==> config.mk <==
export PLATFORM = sky130hd
export DESIGN_NAME = acc_alu_seq
export DESIGN_NICKNAME = d
export VERILOG_FILES = /design/src/rtl/acc_alu_seq.sv
export SDC_FILE = /design/constraint.sdc
export NUM_CORES = 1
export LEC_CHECK = 0
export ABC_CLOCK_PERIOD_IN_PS = 6100
export CAP_MARGIN = 30
export CORE_UTILIZATION = 54
export DETAILED_ROUTE_END_ITERATION = 6
export PLACE_DENSITY = 0.77
export SLEW_MARGIN = 20
export SYNTH_ARGS = -nofsm -noshare
export SYNTH_HDL_FRONTEND = slang
export SYNTH_SLANG_ARGS = --single-unit
==> constraint.sdc <==
create_clock -name clk -period 6.1 [get_ports clk]
set_input_delay 1.22 -clock clk [delete_from_list [all_inputs] [get_ports clk]]
set_output_delay 1.22 -clock clk [all_outputs]
set_load 0.01 [all_outputs]
==> src/rtl/acc_alu_seq.sv <==
// Accumulator/ALU for the hardwired CPU datapath: owns AC, E and MQ, runs
// single-cycle ops, multi-cycle N-step circulates and a shift-add multiply.
module acc_alu_seq #(
    parameter int unsigned WIDTH = 16,
    parameter int unsigned CW    = $clog2(WIDTH) + 1
) (
    input  logic             clk,
    input  logic             rst_n,
    input  logic             start,
    input  logic [3:0]       op,
    input  logic [WIDTH-1:0] dr,
    input  logic [WIDTH-1:0] inpr,
    output logic [WIDTH-1:0] ac,
    output logic             e,
    output logic [WIDTH-1:0] mq,
    output logic             busy,
    output logic             done,
    output logic             illegal,
    output logic             zero,
    output logic             neg
);

    // Counter must hold both a full rotate count and the multiply step count.
    localparam int unsigned MUL_CW = $clog2(WIDTH + 1);
    localparam int unsigned CNT_W  = (CW > MUL_CW) ? CW : MUL_CW;

    localparam logic [3:0] OP_AND = 4'd0;
    localparam logic [3:0] OP_ADD = 4'd1;
    localparam logic [3:0] OP_LDA = 4'd2;
    localparam logic [3:0] OP_INP = 4'd3;
    localparam logic [3:0] OP_CMA = 4'd4;
    localparam logic [3:0] OP_CIR = 4'd5;
    localparam logic [3:0] OP_CIL = 4'd6;
    localparam logic [3:0] OP_INC = 4'd7;
    localparam logic [3:0] OP_CLA = 4'd8;
    localparam logic [3:0] OP_CLE = 4'd9;
    localparam logic [3:0] OP_CME = 4'd10;
    localparam logic [3:0] OP_RORN = 4'd11;
    localparam logic [3:0] OP_ROLN = 4'd12;
    localparam logic [3:0] OP_MUL = 4'd13;

    typedef enum logic [1:0] {
        S_IDLE = 2'd0,
        S_ROT  = 2'd1,
        S_MUL  = 2'd2
    } state_e;

    state_e             state_q, state_d;
    logic [WIDTH-1:0]   ac_q, ac_d;
    logic               e_q, e_d;
    logic [WIDTH-1:0]   mq_q, mq_d;
    logic               busy_q, busy_d;
    logic               done_q, done_d;
    logic               illegal_q, illegal_d;
    logic [CNT_W-1:0]   cnt_q, cnt_d;
    logic               ror_q, ror_d;
    logic [WIDTH-1:0]   mul_m_q, mul_m_d;
    logic [WIDTH-1:0]   mul_p_q, mul_p_d;
    logic [WIDTH-1:0]   mul_r_q, mul_r_d;

    logic [WIDTH:0]     add_sum;
    logic [WIDTH:0]     mul_sum;
    logic [CW-1:0]      rot_n;
    logic [WIDTH-1:0]   mul_p_nxt;
    logic [WIDTH-1:0]   mul_r_nxt;

    assign add_sum   = {1'b0, ac_q} + {1'b0, dr};
    assign mul_sum   = {1'b0, mul_p_q} + (mul_r_q[0] ? {1'b0, mul_m_q} : '0);
    assign mul_p_nxt = mul_sum[WIDTH:1];
    assign mul_r_nxt = {mul_sum[0], mul_r_q[WIDTH-1:1]};
    assign rot_n     = dr[CW-1:0];

    // Next-state and datapath update
    always_comb begin
        state_d   = state_q;
        ac_d      = ac_q;
        e_d       = e_q;
        mq_d      = mq_q;
        cnt_d     = cnt_q;
        ror_d     = ror_q;
        mul_m_d   = mul_m_q;
        mul_p_d   = mul_p_q;
        mul_r_d   = mul_r_q;
        done_d    = 1'b0;
        illegal_d = 1'b0;

        unique case (state_q)
            S_IDLE: begin
                if (start) begin
                    done_d = 1'b1;
                    case (op)
                        OP_AND: ac_d = ac_q & dr;
                        OP_ADD: {e_d, ac_d} = add_sum;
                        OP_LDA: ac_d = dr;
                        OP_INP: ac_d = inpr;
                        OP_CMA: ac_d = ~ac_q;
                        OP_CIR: begin
                            ac_d = {e_q, ac_q[WIDTH-1:1]};
                            e_d  = ac_q[0];
                        end
                        OP_CIL: begin
                            ac_d = {ac_q[WIDTH-2:0], e_q};
                            e_d  = ac_q[WIDTH-1];
                        end
                        OP_INC: ac_d = ac_q + WIDTH'(1);
                        OP_CLA: ac_d = '0;
                        OP_CLE: e_d = 1'b0;
                        OP_CME: e_d = ~e_q;
                        OP_RORN, OP_ROLN: begin
                            ror_d = (op == OP_RORN);
                            if (rot_n != '0) begin
                                done_d  = 1'b0;
                                cnt_d   = CNT_W'(rot_n);
                                state_d = S_ROT;
                            end
                        end
                        OP_MUL: begin
                            done_d  = 1'b0;
                            mul_m_d = ac_q;
                            mul_r_d = dr;
                            mul_p_d = '0;
                            cnt_d   = CNT_W'(WIDTH);
                            state_d = S_MUL;
                        end
                        default: illegal_d = 1'b1;
                    endcase
                end
            end
            S_ROT: begin
                if (ror_q) begin
                    ac_d = {e_q, ac_q[WIDTH-1:1]};
                    e_d  = ac_q[0];
                end else begin
                    ac_d = {ac_q[WIDTH-2:0], e_q};
                    e_d  = ac_q[WIDTH-1];
                end
                cnt_d = cnt_q - CNT_W'(1);
                if (cnt_q == CNT_W'(1)) begin
                    done_d  = 1'b1;
                    state_d = S_IDLE;
                end
            end
            S_MUL: begin
                mul_p_d = mul_p_nxt;
                mul_r_d = mul_r_nxt;
                cnt_d   = cnt_q - CNT_W'(1);
                // Architectural registers only see the product on the last step.
                if (cnt_q == CNT_W'(1)) begin
                    ac_d    = mul_r_nxt;
                    mq_d    = mul_p_nxt;
                    e_d     = (mul_p_nxt != '0);
                    done_d  = 1'b1;
                    state_d = S_IDLE;
                end
            end
            default: state_d = S_IDLE;
        endcase

        busy_d = (state_d != S_IDLE);
    end

    // State and output registers
    always_ff @(posedge clk or negedge rst_n) begin
        if (!rst_n) begin
            state_q   <= S_IDLE;
            ac_q      <= '0;
            e_q       <= 1'b0;
            mq_q      <= '0;
            busy_q    <= 1'b0;
            done_q    <= 1'b0;
            illegal_q <= 1'b0;
            cnt_q     <= '0;
            ror_q     <= 1'b0;
            mul_m_q   <= '0;
            mul_p_q   <= '0;
            mul_r_q   <= '0;
        end else begin
            state_q   <= state_d;
            ac_q      <= ac_d;
            e_q       <= e_d;
            mq_q      <= mq_d;
            busy_q    <= busy_d;
            done_q    <= done_d;
            illegal_q <= illegal_d;
            cnt_q     <= cnt_d;
            ror_q     <= ror_d;
            mul_m_q   <= mul_m_d;
            mul_p_q   <= mul_p_d;
            mul_r_q   <= mul_r_d;
        end
    end

    assign ac      = ac_q;
    assign e       = e_q;
    assign mq      = mq_q;
    assign busy    = busy_q;
    assign done    = done_q;
    assign illegal = illegal_q;
    assign zero    = (ac_q == '0);
    assign neg     = ac_q[WIDTH-1];

endmodule

==> impl_metrics.json <==
{
  "outcome": "finished with violations",
  "violations": "DRC",
  "p_per_area_nw_per_um2": 428,
  "drtIter0Drc": 715,
  "r2r_end": "e",
  "holdPathEnd": "mq[8]",
  "fin_nets": 955,
  "syn_area_um2": 7230,
  "routed_wl_um": 22000,
  "synthCells": 834,
  "synth-simple-area-share": 0.169,
  "io_buffers": 76,
  "synth_mux_area_frac": 0.0855,
  "reg2reg_depth": 12,
  "chipHeight_um": 118,
  "dr_wl_met3_um": 1840,
  "cts_made_buffers": 9,
  "grt_overflow": 0,
  "slew_headroom": 0.357,
  "final_util": 0.654,
  "avgSynthCellArea_um2": 8.66,
  "synth.area.top_cells": "dfrtp_1, ha_1, mux2_2",
  "ctsResizeCount": 0,
  "grt_first_pass_wirelength_um": 35800,
  "grt_usage": 0.325,
  "yosys.area.top_type": "dfrtp_1",
  "drtAntennaViolNets": 0,
  "synth_top_family_by_area": "compound AO/OA/AOI/OAI gates",
  "via_count": 6985,
  "tightest_slew_ns": 0.960,
  "skew_ns": 0.00731,
  "worstPathArrival_ns": 4.68,
  "grt_pass1_vias": 6527,
  "netlist.area_leader.share": 0.319,
  "r2r_slack_ns": 2.20,
  "drive_above_1_share": 0.105,
  "startpoint_type": "input port",
  "fill_cells": 1050,
  "fin_tns_setup_ns": 0,
  "vias_per_cell": 6.65,
  "holdCritPathClass": "register to register",
  "rows": 41,
  "coreArea_um2": 12800,
  "hold_depth": 2,
  "postPlaceCellArea_um2": 8060,
  "p_leak_nw": 3.55,
  "initial_core_util": 0.563,
  "holdCritStartpoint": "mq[8]",
  "dr.max_layer_used": "met4",
  "synth_seq_cells": 92,
  "drc": 4,
  "syn_nets": 915,
  "place_hpwl_um": 15700,
  "finalSetupViolations": 0,
  "synth-edff-count": 0,
  "cap_violations": 0,
  "synth-compound-area-share": 0.269,
  "area_growth_pct": 16.1,
  "clkTransAtPathRegs_ns": 0.07,
  "cts_hold_buf": 0,
  "rsz0062_at_grt": "false",
  "crit_path_end_kind": "register",
  "ir_drop_uv": 302,
  "cts.sinks": 92,
  "met2_length_um": 9780,
  "ys.flop_type": "dfrtp_1",
  "crit_fanout": 5,
  "r2r_start": "mul_r_q[0]",
  "synthAdderAreaFrac": 0.0748,
  "postCtsSetupBuffers": 0,
  "period_minus_slack_ns": 4.43,
  "htreeDepth": 3,
  "dieArea_um2": 13800,
  "post-route-cell-area_um2": 8390,
  "wl_met1_um": 9920,
  "antennaDiodeCount": 0,
  "yosysSeqAreaShare": 0.319,
  "grt_max_degree": 66,
  "yosysWarnings": 0,
  "worstSkewPairLatency_ns": 0.36,
  "wl_per_cell_um": 21.0,
  "finalMaxSlewViolations": 0,
  "crit_type": "input port to register",
  "cts_tree": "yes",
  "hold_viol_final": 0,
  "fp.dieW_um": 118,
  "io_pins": 77,
  "yosysUniqueCellTypes": 80,
  "synthXorXnorAreaFrac": 0.0364,
  "ys_async_sr_fraction": 1.00,
  "clockBufferDepth": 2,
  "fmax_mhz": 226,
  "required_ns": 6.34,
  "cts_root_buffer": "clkbuf_16",
  "finalCritPeriodShare": 0.727,
  "first_pass_iters": 7,
  "place.gp.congestion": 0.957,
  "antenna_found_initial": 0
}
per-stage QoR:
stage                     hold WS (ns)  setup WS (ns)  total power [mW]  instances
after global routing             0.496           1.47              3.83       1051
after CTS                        0.484           1.72              3.55       1050
after global placement           0.462           1.46              2.87       1031
final                            0.477           1.67              3.59       1051
after floorplan                  0.455           2.28              2.36        834
after detailed placement         0.468           1.38              2.95       1034
sequential cells by signal, indices dropped and copies added, names as in the netlist:
| name | count |
|---|---|
| mul_p_q | 16 |
| mul_m_q | 16 |
| done | 1 |
| mq | 16 |
| e | 1 |
| illegal | 1 |
| mul_r_q | 16 |
| ror_q | 1 |
| ac | 16 |
| busy | 1 |
| cnt_q | 5 |
| state_q | 2 |
layout make-up:
class / count / area (µm²) / area share
flip-flops and latches: 92 / 2300 / 0.274
well taps: 172 / 215 / 0.0257
clock inverters: 7 / 86.3 / 0.0103
clock buffers: 9 / 225 / 0.0268
multi-input cells: 660 / 4600 / 0.548
repair buffers: 90 / 882 / 0.105
inverters: 21 / 78.8 / 0.00940
worst max-delay path: stages:
cell and delay, ns:
clkdlybuf4s50_1 0.50, ha_1 0.29, fa_1 0.44, a211oi_1 0.31
o21bai_1 0.14, a211o_1 0.36, a2111oi_0 0.60, nor2_1 0.14
xor2_1 0.17, a221o_1 0.34, a22o_1 0.17
power by group:
| group | internal, mW | switching, mW |
|---|---|---|
| clock network | 0.324 | 0.269 |
| logic | 0.837 | 1.02 |
| registers | 0.801 | 0.334 |
| total | 1.96 | 1.63 |
worst max-delay path by stage:
stage | startpoint | endpoint
after global routing | dr[0] | ac[12]
after detailed placement | dr[0] | ac[12]
after floorplan | dr[0] | ac[12]
after global placement | dr[0] | ac[12]
final | dr[0] | ac[12]
after CTS | dr[0] | ac[12]
layout by cell type, fill, tap and decap left out, drive strengths merged, types with 5 or more instances in the layout:
master	n
o31a	6
nand2	92
a21oi	53
mux2	38
clkinv	6
buf	15
clkdlybuf4s50	75
ha	40
a211oi	6
xnor2	16
o22ai	7
a2111oi	8
a21o	11
a31oi	7
or2	5
xor2	14
a22o	17
clkbuf	9
a221oi	15
and2	22
nand2b	6
mux2i	19
nor2	58
dfrtp	92
a22oi	20
nor4	5
nor3	22
nand3	15
o21ai	62
inv	21
o31ai	11
a211o	7
cells in the mapped netlist, types with 5 or more instances:
master     count
a22oi_1       20
nand2b_1       6
o22ai_1        7
nand3_1       15
xnor2_1       16
a31oi_1        7
and2_1        21
dfrtp_1       92
a22o_1        17
o21ai_0       59
mux2_2        38
or2_2          5
a2111oi_0      8
a211o_1        7
mux2i_1       19
nor3_1        22
a21oi_1       53
o31ai_1       11
inv_1         20
a211oi_1       6
a21o_1        10
nor2_1        58
a221oi_1      14
ha_1          40
o31a_1         5
clkbuf_1      53
xor2_1        14
nand2_1       92
logic make-up after synthesis:
logic type | Yosys count
AO/OA/AOI/OAI | 278
XOR/XNOR | 30
adder cells (fa/ha/maj) | 42
buffers and inverters | 82
flip-flops | 92
multiplexers | 57
AND/OR/NAND/NOR | 253
metal layers:
metal  vias to the layer above  GRT usage
met3                        48     0.0480
met4                         0      0.108
met5                         -          0
met1                      3377      0.474
li1                       3195          -
met2                       365      0.490
(Power assumes the default switching activity.)
